==> config.mk <==
export PLATFORM = sky130hd
export DESIGN_NAME = lb_fifo
export DESIGN_NICKNAME = d
export VERILOG_FILES = /design/src/rtl/lb_fifo.sv
export SDC_FILE = /design/constraint.sdc
export NUM_CORES = 1
export LEC_CHECK = 0
export CELL_PAD_IN_SITES_DETAIL_PLACEMENT = 1
export CELL_PAD_IN_SITES_GLOBAL_PLACEMENT = 2
export CORE_ASPECT_RATIO = 0.6
export CORE_MARGIN = 3
export CORE_UTILIZATION = 40
export CTS_BUF_LIST = sky130_fd_sc_hd__clkbuf_16
export DETAILED_ROUTE_END_ITERATION = 16
export PLACE_DENSITY_LB_ADDON = 0.1
export SETUP_SLACK_MARGIN = 0.05
export SLEW_MARGIN = 5
export SYNTH_ARGS = -nofsm -noshare
export SYNTH_HDL_FRONTEND = slang
export SYNTH_SLANG_ARGS = --single-unit
==> constraint.sdc <==
create_clock -name clk -period 4.5 [get_ports clk]
set_clock_uncertainty 0.1 [all_clocks]
set_input_delay 0.45 -clock clk [delete_from_list [all_inputs] [get_ports clk]]
set_output_delay 0.45 -clock clk [all_outputs]
set_load 0.005 [all_outputs]
==> src/rtl/lb_fifo.sv <==
// Show-ahead FIFO for the PicoBlaze UART path: parametrised width/depth, occupancy
// count, almost flags, synchronous flush and sticky overflow/underflow flags.
module lb_fifo #(
  parameter int DATA_W   = 8,
  parameter int ADDR_W   = 4,
  parameter int AF_LEVEL = (2 ** ADDR_W) - 2,
  parameter int AE_LEVEL = 2
) (
  input  logic              clk,
  input  logic              reset,
  input  logic              clr,
  input  logic              we,
  input  logic [DATA_W-1:0] w_data,
  input  logic              re,
  output logic [DATA_W-1:0] r_data,
  output logic              full,
  output logic              empty,
  output logic              almost_full,
  output logic              almost_empty,
  output logic [ADDR_W:0]   count,
  output logic              overflow,
  output logic              underflow
);

  localparam int DEPTH = 2 ** ADDR_W;

  localparam logic [ADDR_W:0]   DEPTH_C = (ADDR_W + 1)'(DEPTH);
  localparam logic [ADDR_W:0]   AF_C    = (ADDR_W + 1)'(AF_LEVEL);
  localparam logic [ADDR_W:0]   AE_C    = (ADDR_W + 1)'(AE_LEVEL);
  localparam logic [ADDR_W:0]   CNT_ONE = (ADDR_W + 1)'(1);
  localparam logic [ADDR_W-1:0] PTR_ONE = ADDR_W'(1);

  logic [DATA_W-1:0] mem_q [DEPTH];
  logic [ADDR_W-1:0] wr_ptr_q, wr_ptr_d;
  logic [ADDR_W-1:0] rd_ptr_q, rd_ptr_d;
  logic [ADDR_W:0]   count_q, count_d;
  logic              ovf_q, ovf_d;
  logic              unf_q, unf_d;
  logic              push, pop;

  assign full         = (count_q == DEPTH_C);
  assign empty        = (count_q == '0);
  assign almost_full  = (count_q >= AF_C);
  assign almost_empty = (count_q <= AE_C);
  assign count        = count_q;
  assign overflow     = ovf_q;
  assign underflow    = unf_q;
  assign r_data       = mem_q[rd_ptr_q];

  // A full FIFO still accepts a write when the same edge pops the head.
  assign push = we && (!full || re);
  assign pop  = re && !empty;

  always_comb begin
    wr_ptr_d = wr_ptr_q;
    rd_ptr_d = rd_ptr_q;
    count_d  = count_q;
    ovf_d    = ovf_q;
    unf_d    = unf_q;
    if (clr) begin
      wr_ptr_d = '0;
      rd_ptr_d = '0;
      count_d  = '0;
      ovf_d    = 1'b0;
      unf_d    = 1'b0;
    end else begin
      if (push) wr_ptr_d = wr_ptr_q + PTR_ONE;
      if (pop)  rd_ptr_d = rd_ptr_q + PTR_ONE;
      case ({push, pop})
        2'b10:   count_d = count_q + CNT_ONE;
        2'b01:   count_d = count_q - CNT_ONE;
        default: count_d = count_q;
      endcase
      if (we && !push) ovf_d = 1'b1;
      if (re && !pop)  unf_d = 1'b1;
    end
  end

  always_ff @(posedge clk or posedge reset) begin
    if (reset) begin
      wr_ptr_q <= '0;
      rd_ptr_q <= '0;
      count_q  <= '0;
      ovf_q    <= 1'b0;
      unf_q    <= 1'b0;
    end else begin
      wr_ptr_q <= wr_ptr_d;
      rd_ptr_q <= rd_ptr_d;
      count_q  <= count_d;
      ovf_q    <= ovf_d;
      unf_q    <= unf_d;
    end
  end

  // Array is cleared on reset so r_data reads 0 straight out of reset; flush keeps contents.
  always_ff @(posedge clk or posedge reset) begin
    if (reset) begin
      for (int i = 0; i < DEPTH; i++) mem_q[i] <= '0;
    end else if (!clr && push) begin
      mem_q[wr_ptr_q] <= w_data;
    end
  end

endmodule

# Yosys cells after proc, flatten, opt, wreduce, memory -nomap -nowiden

Cells that the tools add are included.

Add/subtract/negate cells: 4
Order comparisons: 5
Equal/unequal tests: 3
Muxes and demuxes: 16
Bitwise operators: 2
Reduce and logical (&&, ||, !) cells: 18

Operator list:

| cell                  | count |
|---|---|
| $bwmux W128           | 1 |
| $bmux W8 S4           | 1 |
| $demux W8 S4          | 1 |
| $mux W8               | 3 |
| $mux W4               | 4 |
| $ge A5 B5 Y1 const B  | 2 |
| $not A4 Y5            | 2 |
| $pmux W5 S2           | 1 |
| $add A4 B1 Y4 const B | 2 |
| $reduce_bool A2 Y1    | 4 |
| $logic_and A1 B1 Y1   | 6 |
| $add A5 B1 Y5 const B | 1 |
| $eq A5 B5 Y1 const B  | 1 |
| $ge A5 B4 Y1 const B  | 1 |
| $le A5 B2 Y1 const B  | 1 |
| $logic_not A1 Y1      | 5 |
| $logic_not A5 Y1      | 1 |
| $lt A5 B1 Y1 const B  | 1 |
| $mux W5               | 1 |
| $sub A5 B1 Y5 const B | 1 |
| $mux W1               | 4 |
| $reduce_bool A3 Y1    | 1 |
| $eq A2 B1 Y1 const B  | 1 |
| $eq A2 B2 Y1 const B  | 1 |
| $logic_or A1 B1 Y1    | 1 |

Register bits after elaboration: 143

# Depth between registers and ports, before layout

Depth after elaboration: 8
Depth in mapped cells: 10
Gate-level depth less buffers: 9

# Worst setup path before layout

No wires, ideal clock.

Path kind: register to register
Start point: register count_q[0], in the netlist count[0]
End point: register count_q[4], in the netlist count[4]
Setup time: 0.088 ns
Data arrival time: 2.405 ns
Data required time: 4.312 ns
Setup slack: 1.907 ns
Stages on the path, launching flop included: 11
Buffers on the path: 1
Cell sequence: dfrtp_1 or4_1 buf_6 nor2_8 or2_4 inv_4 ha_1 nor2_1 a21oi_1 or3_1 a41oi_1

Elaborated cells between the ends (all ways): 14
Those cells by class: 2 x add/sub; 3 x eq/ne; 2 x mux; 7 x reduce/logical

RTL lines:

| item                                                | line | text |
|---|---|---|
| start: declaration                                  | 36   | `logic [ADDR_W:0] count_q, count_d;` |
| start signal: assignment                            | 89   | `count_q <= count_d;` |
| $logic_not A5 Y1 *                                  | 42   | `assign empty = (count_q == '0);` |
| named net empty                                     | 17   | `output logic empty,` |
| $logic_not A1 Y1 *                                  | 52   | `assign pop = re && !empty;` |
| $logic_and A1 B1 Y1 *                               | 52   |  |
| $eq A2 B1 Y1 / $eq A2 B2 Y1 (equally long branches) | 69   | `case ({push, pop})` |
| $pmux W5 S2                                         | 69   |  |
| $mux W5                                             | 60   | `if (clr) begin` |

The timed path passes the listed nets; every way through them passes the cells marked *.
A chain may end at the register's enable or synchronous reset.

# Worst setup path after layout

Start point: register rd_ptr_q[0]
End point: output port r_data[7]

Word-level cells in the longest chain between the ends: 4

RTL lines:

| item                                        | line | text |
|---|---|---|
| start: declaration                          | 35   | `logic [ADDR_W-1:0] rd_ptr_q, rd_ptr_d;` |
| start signal: assignment                    | 88   | `rd_ptr_q <= rd_ptr_d;` |
| $not A4 Y5 (not written as such)            | 48   | `assign r_data = mem_q[rd_ptr_q];` |
| $bmux W8 S4                                 | 48   |  |
| $mux W8 (not written as such) (2 in series) | 48   |  |
| end: declaration                            | 15   | `output logic [DATA_W-1:0] r_data,` |

No other way between the ends. The select of a mux whose other input is x is not followed.

==> impl_metrics.tcl <==
set metrics [dict create \
    run_status "complete, no violations" \
    synth_warnings 0 \
    post_synth_num_cell_types 50 \
    post_synth_inst_count 472 \
    die-width_microns 177 \
    setup_viol_count_final 0 \
    area_enclosed_by_the_die_boundary_sq_mm 0.0192 \
    reg2reg_setup_slack_ns 1.38 \
    fillCellCount 1628 \
    post_detailed_route_wirelength_per_cell_microns 22.6 \
    drt_pre_antenna_iters 4 \
    drive_above_1_share_pct 44.0 \
    die_height_microns 109 \
    overflow 0 \
    avgSynthCellArea_sq_um 14.9 \
    min_path_type "flip-flop to flip-flop" \
    areaGrowthSynthToFinish_pct 15.9 \
    worstPathRequired_ns 3.95 \
    clkLatencyLatePin_ns 0.42 \
    grt_max_degree 90 \
    max_stage_delay_on_crit_path_ns 0.74 \
    grt_antenna_before_repair 0 \
    vias_in_the_first_global_route 4471 \
    clock-sinks 143 \
    max_slew.worst_pin.slew_ns 0.903 \
    routed_wirelength_microns 16700 \
    cts-buffers-inserted 17 \
    finalSetupTns_ns 0 \
    tritoncts "done" \
    grt_use_total_pct 18.7 \
    ys_dominant_reg_cell "sky130_fd_sc_hd__dfrtp_1" \
    powerDensity_mw_per_mm2 496 \
    buffers_added_on_ports 31 \
    achievable-frequency_mhz 297 \
    htree_levels 4 \
    cts_post_setup_buffers_inserted 0 \
    placement.setup.worst_slack_ns 1.26 \
    place.detailed.hpwl_microns 11200 \
    finish.net_count 520 \
    globalplace.congestion 0.735 \
    syn_nets 494 \
    final.period_utilization_pct 74.9 \
    final-hold-violation-count 0 \
    cts_root_buffer "sky130_fd_sc_hd__clkbuf_16" \
    drcViolationCount 0 \
    ir_drop_mv 0.237 \
    synth_enable_flop_cells 0 \
    num_io_pins 32 \
    grt_setup_unrepaired "false" \
    end_kind "primary output" \
    antenna_cells 0 \
    final_period_minus_worst_setup_slack_ns 3.37 \
    timing.max_cap.violations 0 \
    ys_ff_latch 143 \
    leakage_nw 3.72 \
    antenna_violating_nets_left 0 \
    rows 36 \
    grt_pass1_wl_microns 26800 \
    cp_top_family "flip-flops" \
    asyncSetResetFlopFracSynth_pct 100 \
    seq_area_frac_synth_pct 51.0 \
    synth_area_sq_mm 0.00701 \
    dr.first_iter.drc_count 160 \
    design.core.area_sq_mm 0.0167 \
    worstPathBufferInverterCount 2 \
    maxSlewViolCount 0 \
    worst_slack_ns 1.13 \
    cts_resized 0 \
    num_vias 4043 \
    timing_worst_setup_path_type "flip-flop to primary output" \
    critical_path.startpoint_type "flip-flop" \
    initial_core_util_pct 42.0 \
    path_clk_slew_ns 0.06 \
    crit_arrival_ns 2.82 \
    ctsLongestPathBuffers 2 \
    crit_path_cell_trace "buf_12, mux4_2, a22oi_1, nand2_1, clkdlybuf4s50_1" \
    cp_max_fo 20 \
    cts.hold.buffers_added 0 \
    slew_headroom_pct 39.0 \
    drt-vias-per-instance 5.47 \
    fin_hold_ws_ns 0.401 \
    crit_slowest_cell "sky130_fd_sc_hd__dfrtp_2" \
]
[per-stage QoR]
step	instance area (sq um)	std cells	total power, W	utilization [%]
2_1_floorplan	7010	472	0.00224	-
3_3_place_gp	7530	707	0.00260	45.1
3_5_place_dp	7530	707	0.00263	45.1
4_1_cts	8130	739	0.00408	48.6
5_1_grt	8130	739	0.00423	48.6
6_report	8130	739	0.00403	48.6
[layout make-up]
type | instances | area (sq um) | share of cell area [%]
repair buffers | 37 | 368 | 4.53
well taps | 228 | 285 | 3.51
clock buffers | 17 | 425 | 5.23
inverters | 10 | 45.0 | 0.554
multi-input cells | 289 | 3250 | 40.0
flip-flops and latches | 143 | 3580 | 44.0
clock inverters | 15 | 170 | 2.09
[report_power, final]
part           internal [W]  switching [W]
clock              0.000869       0.000562
combinational      0.000543       0.000475
sequential          0.00144       0.000141
total               0.00285        0.00118
[worst paths after layout]
kind | to | from | cells past startpoint
hold reg to reg | mem_q[14] | mem_q[14] | 1
setup reg to reg | count[4] | count[1] | 9
min in group asynchronous | mem_q[23] | reset | 2
hold / removal | mem_q[14] | mem_q[14] | 1
setup / recovery | r_data[7] | rd_ptr_q[0] | 5
max in group asynchronous | mem_q[74] | reset | 3
[routing by layer]
metal	routed length [microns]	track usage, %	up-vias
met3	316	3.26	13
met4	132	4.71	0
li1	-	-	1817
met1	8990	28.2	2181
met2	7260	28.2	32
met5	0	0	-
[placed cells by master (no fill, tap or decap), types with 5 or more instances in the layout]
cell / n
sky130_fd_sc_hd__mux4_2: 32
sky130_fd_sc_hd__a22oi_1: 16
sky130_fd_sc_hd__nand2b_1: 6
sky130_fd_sc_hd__nor2_1: 15
sky130_fd_sc_hd__ha_1: 8
sky130_fd_sc_hd__mux2_4: 8
sky130_fd_sc_hd__clkdlybuf4s50_1: 31
sky130_fd_sc_hd__mux2_2: 120
sky130_fd_sc_hd__nand3_2: 7
sky130_fd_sc_hd__dfrtp_1: 142
sky130_fd_sc_hd__nand3_4: 10
sky130_fd_sc_hd__clkbuf_16: 17
sky130_fd_sc_hd__nand3_1: 7
sky130_fd_sc_hd__inv_1: 9
sky130_fd_sc_hd__nand2_1: 11
sky130_fd_sc_hd__buf_4: 5
[registers in the layout (all words and copies together), names as in the netlist]
| register | flops |
|---|---|
| overflow | 1 |
| count | 5 |
| underflow | 1 |
| rd_ptr_q | 4 |
| wr_ptr_q | 4 |
| mem_q | 128 |
[synthesized netlist by cell type, drive strengths merged, types with 4 or more instances]
library cell | instances | area share [%]
nand3 | 24 | 4.0
xor2 | 4 | 0.50
o21ai | 5 | 0.36
ha | 8 | 1.4
mux4 | 32 | 10
o211ai | 4 | 0.43
nand2 | 11 | 0.59
mux2 | 128 | 21
a22oi | 16 | 1.7
clkbuf | 17 | 0.91
dfrtp | 143 | 51
nor2 | 16 | 1.1
nand2b | 6 | 0.54
inv | 10 | 0.57
a21oi | 4 | 0.29
buf | 13 | 1.1
[worst reg2reg max path, stage by stage (launching register included)]
cell,delay (ns)
sky130_fd_sc_hd__dfrtp_1,0.48
sky130_fd_sc_hd__or4_1,0.81
sky130_fd_sc_hd__nor2_8,0.20
sky130_fd_sc_hd__or2_4,0.18
sky130_fd_sc_hd__inv_4,0.07
sky130_fd_sc_hd__ha_1,0.31
sky130_fd_sc_hd__nand2b_1,0.17
sky130_fd_sc_hd__a21oi_1,0.15
sky130_fd_sc_hd__or3_1,0.36
sky130_fd_sc_hd__a41oi_1,0.20
[cell families after synthesis]
logic type | count (synthesis) | synth area share [%]
adders and majority gates | 9 | 1.71
muxes | 163 | 31.7
xor gates and xnor gates | 6 | 0.749
AOI/OAI and AO/OA | 38 | 4.02
buffers and inverters | 40 | 2.55
and+or+nand+nor | 73 | 8.24
DFF | 143 | 51.0
Note: power is estimated with default switching activity, not from simulation.
